## config.mk

```make
export PLATFORM = sky130hd
export DESIGN_NAME = mult_seq_nxn_flat
export DESIGN_NICKNAME = d
export VERILOG_FILES = /design/src/rtl/mult_seq_nxn_if.sv /design/src/rtl/mult_seq_nxn.sv /design/src/flat_wrapper.sv
export SDC_FILE = /design/constraint.sdc
export NUM_CORES = 1
export LEC_CHECK = 0
export CORE_ASPECT_RATIO = 1.25
export CORE_MARGIN = 4
export CORE_UTILIZATION = 25
export CTS_CLUSTER_DIAMETER = 40
export CTS_CLUSTER_SIZE = 20
export DETAILED_ROUTE_END_ITERATION = 7
export PLACE_DENSITY_LB_ADDON = 0.05
export REMOVE_ABC_BUFFERS = 1
export SKIP_CTS_REPAIR_TIMING = 1
export SLEW_MARGIN = 5
export SYNTH_ARGS = -nofsm -noshare
export SYNTH_HDL_FRONTEND = slang
export SYNTH_SLANG_ARGS = --single-unit
```

## constraint.sdc

```tcl
create_clock -name Clk -period 5.2 [get_ports Clk]
set_input_delay 0.52 -clock Clk [delete_from_list [all_inputs] [get_ports Clk]]
set_output_delay 0.52 -clock Clk [all_outputs]
set_load 0.05 [all_outputs]
```

## src/rtl/mult_seq_nxn_if.sv

```systemverilog
// Operand/handshake bundle for the sequential NxN multiplier.
// The master drives a request with its operands; the slave reports busy/done and the product.
interface mult_seq_nxn_if #(
  parameter int N = 4
);
  logic           start;
  logic           sgn;
  logic [N-1:0]   a;
  logic [N-1:0]   b;
  logic           busy;
  logic           done;
  logic [2*N-1:0] out;

  modport master (output start, sgn, a, b, input busy, done, out);
  modport slave  (input start, sgn, a, b, output busy, done, out);
endinterface

```

## src/rtl/mult_seq_nxn.sv

```systemverilog
// Sequential NxN shift-add multiplier with unsigned and two's-complement modes.
// Signed operands are reduced to magnitudes at capture; the sign is reapplied
// to the final sum, so the core loop only ever does unsigned adds.
//
// state | meaning
// IDLE  | waiting for start, busy=0, product held
// CALC  | one multiplier bit consumed per clock, N clocks total
module mult_seq_nxn #(
  parameter int N = 4
) (
  input logic           Clk,
  input logic           rst,
  mult_seq_nxn_if.slave bus
);

  localparam int CW = (N > 2) ? $clog2(N) : 1;

  typedef enum logic {IDLE, CALC} state_t;

  state_t state, state_nxt;

  logic [N-1:0]   ma;
  logic [N-1:0]   mb;
  logic           neg;
  logic [2*N-1:0] acc;
  logic [CW-1:0]  cnt;
  logic [2*N-1:0] out_r;
  logic           done_r;

  logic           capture;
  logic           last_step;
  logic [N-1:0]   mag_a;
  logic [N-1:0]   mag_b;
  logic [2*N-1:0] partial;
  logic [2*N-1:0] acc_sum;

  // Most-negative input maps to 2^(N-1), which still fits as an N-bit unsigned magnitude.
  assign mag_a = (bus.sgn && bus.a[N-1]) ? (~bus.a + 1'b1) : bus.a;
  assign mag_b = (bus.sgn && bus.b[N-1]) ? (~bus.b + 1'b1) : bus.b;

  assign capture   = (state == IDLE) && bus.start;
  assign last_step = (state == CALC) && (cnt == CW'(N - 1));
  assign partial   = mb[0] ? ({{N{1'b0}}, ma} << cnt) : '0;
  assign acc_sum   = acc + partial;

  // State register.
  always_ff @(posedge Clk) begin
    if (rst) state <= IDLE;
    else     state <= state_nxt;
  end

  // Next-state logic: accept a request in IDLE, return after the Nth step.
  always_comb begin
    state_nxt = state;
    case (state)
      IDLE: if (bus.start) state_nxt = CALC;
      CALC: if (last_step) state_nxt = IDLE;
      default: state_nxt = IDLE;
    endcase
  end

  // Operand capture, shift-add iteration and result/done registration.
  always_ff @(posedge Clk) begin
    if (rst) begin
      ma     <= '0;
      mb     <= '0;
      neg    <= 1'b0;
      acc    <= '0;
      cnt    <= '0;
      out_r  <= '0;
      done_r <= 1'b0;
    end else begin
      done_r <= 1'b0;
      if (capture) begin
        ma  <= mag_a;
        mb  <= mag_b;
        neg <= bus.sgn & (bus.a[N-1] ^ bus.b[N-1]);
        acc <= '0;
        cnt <= '0;
      end else if (state == CALC) begin
        acc <= acc_sum;
        mb  <= mb >> 1;
        cnt <= cnt + CW'(1);
        if (last_step) begin
          out_r  <= neg ? (~acc_sum + 1'b1) : acc_sum;
          done_r <= 1'b1;
        end
      end
    end
  end

  assign bus.busy = (state == CALC);
  assign bus.done = done_r;
  assign bus.out  = out_r;

endmodule

```

## src/flat_wrapper.sv

```systemverilog
// flat-port wrapper written by rule: the top's interface ports become plain ports
module mult_seq_nxn_flat 
#(
  parameter int N = 4
)
  (Clk, rst, bus_start, bus_sgn, bus_a, bus_b, bus_busy, bus_done, bus_out);
  mult_seq_nxn_if #(.N(N)) bus_i ();
  input logic Clk;
  input logic rst;
  input wire logic [$bits(bus_i.start)-1:0] bus_start;
  input wire logic [$bits(bus_i.sgn)-1:0] bus_sgn;
  input wire logic [$bits(bus_i.a)-1:0] bus_a;
  input wire logic [$bits(bus_i.b)-1:0] bus_b;
  output wire logic [$bits(bus_i.busy)-1:0] bus_busy;
  output wire logic [$bits(bus_i.done)-1:0] bus_done;
  output wire logic [$bits(bus_i.out)-1:0] bus_out;
  assign bus_i.start = bus_start;
  assign bus_i.sgn = bus_sgn;
  assign bus_i.a = bus_a;
  assign bus_i.b = bus_b;
  assign bus_busy = bus_i.busy;
  assign bus_done = bus_i.done;
  assign bus_out = bus_i.out;
  mult_seq_nxn #(.N(N)) u_core (.Clk(Clk), .rst(rst), .bus(bus_i));
endmodule
```

==> flow_summary.json <==
{
  "num-nets-final": 242,
  "timing.critical_path.required_ns": 5.37,
  "worst_pin_slew_ns": 0.694,
  "synthesis.yosys.warnings": 0,
  "route.detailed.wl_per_inst_um": 12.7,
  "drv_slew": 0,
  "slew_headroom_pct": 53.7,
  "hpwl_um": 3100,
  "cts_num_sinks": 29,
  "remaining_drc_errors": 0,
  "synthFlopType": "sky130_fd_sc_hd__dfxtp_1",
  "detail_route.iter0.violations": 68,
  "post_synth.cell_area_avg_um2": 8.66,
  "drt_pre_antenna_iters": 4,
  "core_region_area_mm2": 0.00661,
  "setup_total_negative_slack_ns": 0,
  "syn-instance-count": 198,
  "crit_path_cell_trace": "mux2_1 > o211a_1 > ha_1 > a211o_1 > and3_1 > o22ai_1 > o31ai_1 > xnor2_1 > a22o_1",
  "fin_skew_ns": 0.00392,
  "min_from": "u_core.bus.out[6]",
  "multi_input_area_mm2": 0.00107,
  "initial_utilization_pct": 25.9,
  "pin_count": 22,
  "setup_violations": 0,
  "row_count": 33,
  "cap_viol_max_count": 0,
  "fin_worst_hold_slack_ns": 0.472,
  "crit_path_max_fanout": 7,
  "critPathTopFamily": "compound AO/OA/AOI/OAI gates",
  "irDropWorstVdd_mv": 0.0804,
  "last_weighted_congestion_value_of_the_routability_driven_placer": 0.760,
  "cts.htree.levels": 2,
  "tritoncts": "done",
  "clockBufferDepth": 2,
  "count_of_fill_cells_added_during_filler_insertion": 728,
  "hold_path.class": "flop to flop",
  "power-per-cell-area_mw_per_mm2": 253,
  "yosys_register_bits": 29,
  "root_buffer": "sky130_fd_sc_hd__clkbuf_8",
  "max_freq_mhz": 336,
  "pin_count_of_the_biggest_net_entering_global_routing": 25,
  "final.period_utilization_pct": 57.3,
  "grt_pass1_vias": 1488,
  "cp-end-kind": "flop",
  "timing_hold_violations_final": 0,
  "clkTransAtPathRegs_ns": 0.07,
  "place_area_mm2": 0.00201,
  "worst-path-buf-inv": 0,
  "place_ws_ns": 2.21,
  "final.min_clock_period_ns": 2.98,
  "crit_slowest_cell": "sky130_fd_sc_hd__dfxtp_1",
  "worst_hold_path.num_cells": 1,
  "sequential_cell_area_um2": 581,
  "clock_insertion_delay_worst_skew_ns": 0.27,
  "grt_usage_pct": 10.6,
  "worst_reg_to_reg_setup_slack_ns": 2.22,
  "fp.dieW_um": 82.1,
  "total_power_mw": 0.538,
  "ys_types": 40,
  "layout.cell_area.non_filler_mm2": 0.00212,
  "gr-total-overflow": 0,
  "yosysSeqAreaShare_pct": 33.9,
  "areaGrowthSynthToFinish_pct": 23.9,
  "proportion_of_register_bits_with_asynchronous_set_or_reset_after_synthesis_pct": 0,
  "syn_std_cell_area_mm2": 0.00171,
  "grt_first_pass_wirelength_um": 6780,
  "cts_inserted_buffers": 5,
  "whs_endpoint": "u_core.bus.out[6]",
  "worst_r2r_src": "u_core.cnt[0]",
  "edff_count_synth": 0,
  "die_y_um": 101,
  "rr_worst_depth": 9,
  "arrival_ns": 3.15,
  "layout-drive-gt1-share_pct": 6.39,
  "power_leakage_nw": 0.878,
  "dieArea_mm2": 0.00825,
  "finalWorstSetupSlack_ns": 2.22,
  "total_number_of_vias": 1419,
  "routed_wl_um": 3890,
  "reg_to_reg_end": "u_core.bus.out[6]",
  "n_antenna_cell": 0,
  "drtAntennaViolNets": 0,
  "port-buffer-count": 21,
  "critical_path.startpoint_type": "flop",
  "ws_path_type": "flop to flop",
  "slowest_delay_ns": 0.49,
  "post_drt_via_cell_ratio": 4.64,
  "rsz0062_at_grt": "no",
  "antenna_found_initial": 0,
  "result_of_the_run": "finished clean"
}
through the flow:
step	std cells	util [%]
floorplan	189	-
global placement	298	30.4
detailed placement	298	30.4
CTS	306	32.1
global route	306	32.1
finish	306	32.1
power breakdown:
group	total, mW	internal (mW)	switching, mW
logic	0.0595	0.0265	0.0330
clock network	0.243	0.156	0.0874
registers	0.235	0.228	0.00626
placed cells by master (no fill, tap or decap), drive strengths merged, types with 2 or more instances in the layout:
cell type / instances
nand2: 17
dfxtp: 29
or3: 3
xor2: 2
o21ai: 7
xnor2: 9
a22o: 8
a21o: 2
a21oi: 11
clkdlybuf4s50: 21
mux2i: 11
ha: 11
nand2b: 6
nor2: 25
nand3: 6
a221oi: 2
nor3: 2
a311oi: 4
clkbuf: 7
inv: 8
o31ai: 3
and3: 4
nor2b: 4
cell families after synthesis:
| family | share of synthesized area, % |
|---|---|
| xor gates and xnor gates | 5.62 |
| muxes | 7.08 |
| DFF | 33.9 |
| adders and majority gates | 9.20 |
| and+or+nand+nor | 19.6 |
| AOI/OAI and AO/OA | 20.9 |
| buffers and inverters | 3.72 |
cells in the mapped netlist (2+ instances only):
library cell | number | area (um2)
sky130_fd_sc_hd__dfxtp_1 | 29 | 581
sky130_fd_sc_hd__nor2_1 | 25 | 93.8
sky130_fd_sc_hd__nand2_1 | 17 | 63.8
sky130_fd_sc_hd__a21oi_1 | 11 | 55.1
sky130_fd_sc_hd__ha_1 | 11 | 138
sky130_fd_sc_hd__mux2i_1 | 11 | 110
sky130_fd_sc_hd__xnor2_1 | 9 | 78.8
sky130_fd_sc_hd__a22o_1 | 8 | 70.1
sky130_fd_sc_hd__clkbuf_1 | 8 | 30.0
sky130_fd_sc_hd__inv_1 | 8 | 30.0
sky130_fd_sc_hd__nand2b_1 | 6 | 37.5
sky130_fd_sc_hd__nand3_1 | 6 | 30.0
sky130_fd_sc_hd__a311oi_1 | 4 | 35.0
sky130_fd_sc_hd__nor2b_1 | 4 | 25.0
sky130_fd_sc_hd__o21ai_0 | 4 | 20.0
sky130_fd_sc_hd__and3_1 | 3 | 18.8
sky130_fd_sc_hd__o21ai_1 | 3 | 15.0
sky130_fd_sc_hd__o31ai_1 | 3 | 22.5
sky130_fd_sc_hd__or3_1 | 3 | 18.8
sky130_fd_sc_hd__a21o_1 | 2 | 15.0
sky130_fd_sc_hd__a221oi_2 | 2 | 30.0
sky130_fd_sc_hd__nor3_1 | 2 | 10.0
sky130_fd_sc_hd__xor2_1 | 2 | 17.5
registers in the layout, indices dropped and copies added, names as in the netlist:
register and count:
u_core.cnt 2, u_core.bus.busy 1, u_core.mb 4, u_core.ma 4
u_core.neg 1, u_core.acc 8, u_core.bus.done 1, u_core.bus.out 8
area by class of cell:
cell class,count,share of cell area [%]
Multi-Input combinational cell,152,50.4
Clock buffer,7,4.07
Clock inverter,1,1.41
Sequential cell,29,27.3
Timing Repair Buffer,22,10.3
Tap cell,87,5.13
Inverter,8,1.41
how the worst max path moves through the flow:
stage / end / depth (start not counted) / startpoint / slack, ns
2_1_floorplan: u_core.bus.out[7] / 9 / u_core.cnt[0] / 2.49
3_3_place_gp: u_core.bus.out[6] / 9 / u_core.cnt[0] / 2.33
4_1_cts: u_core.bus.out[6] / 9 / u_core.cnt[0] / 2.21
3_5_place_dp: u_core.bus.out[6] / 9 / u_core.cnt[0] / 2.21
6_report: u_core.bus.out[6] / 9 / u_core.cnt[0] / 2.22
5_1_grt: u_core.bus.out[7] / 11 / u_core.cnt[0] / 2.04
routing by layer:
metal	GRT usage (%)	part of all wire (%)	routed length, um
met2	18.5	51	2000
met4	3.45	1.4	56
met5	0	0	0
met1	12.4	44	1710
met3	2.95	3.3	130
No activity file was read; power rests on OpenSTA's default activity.
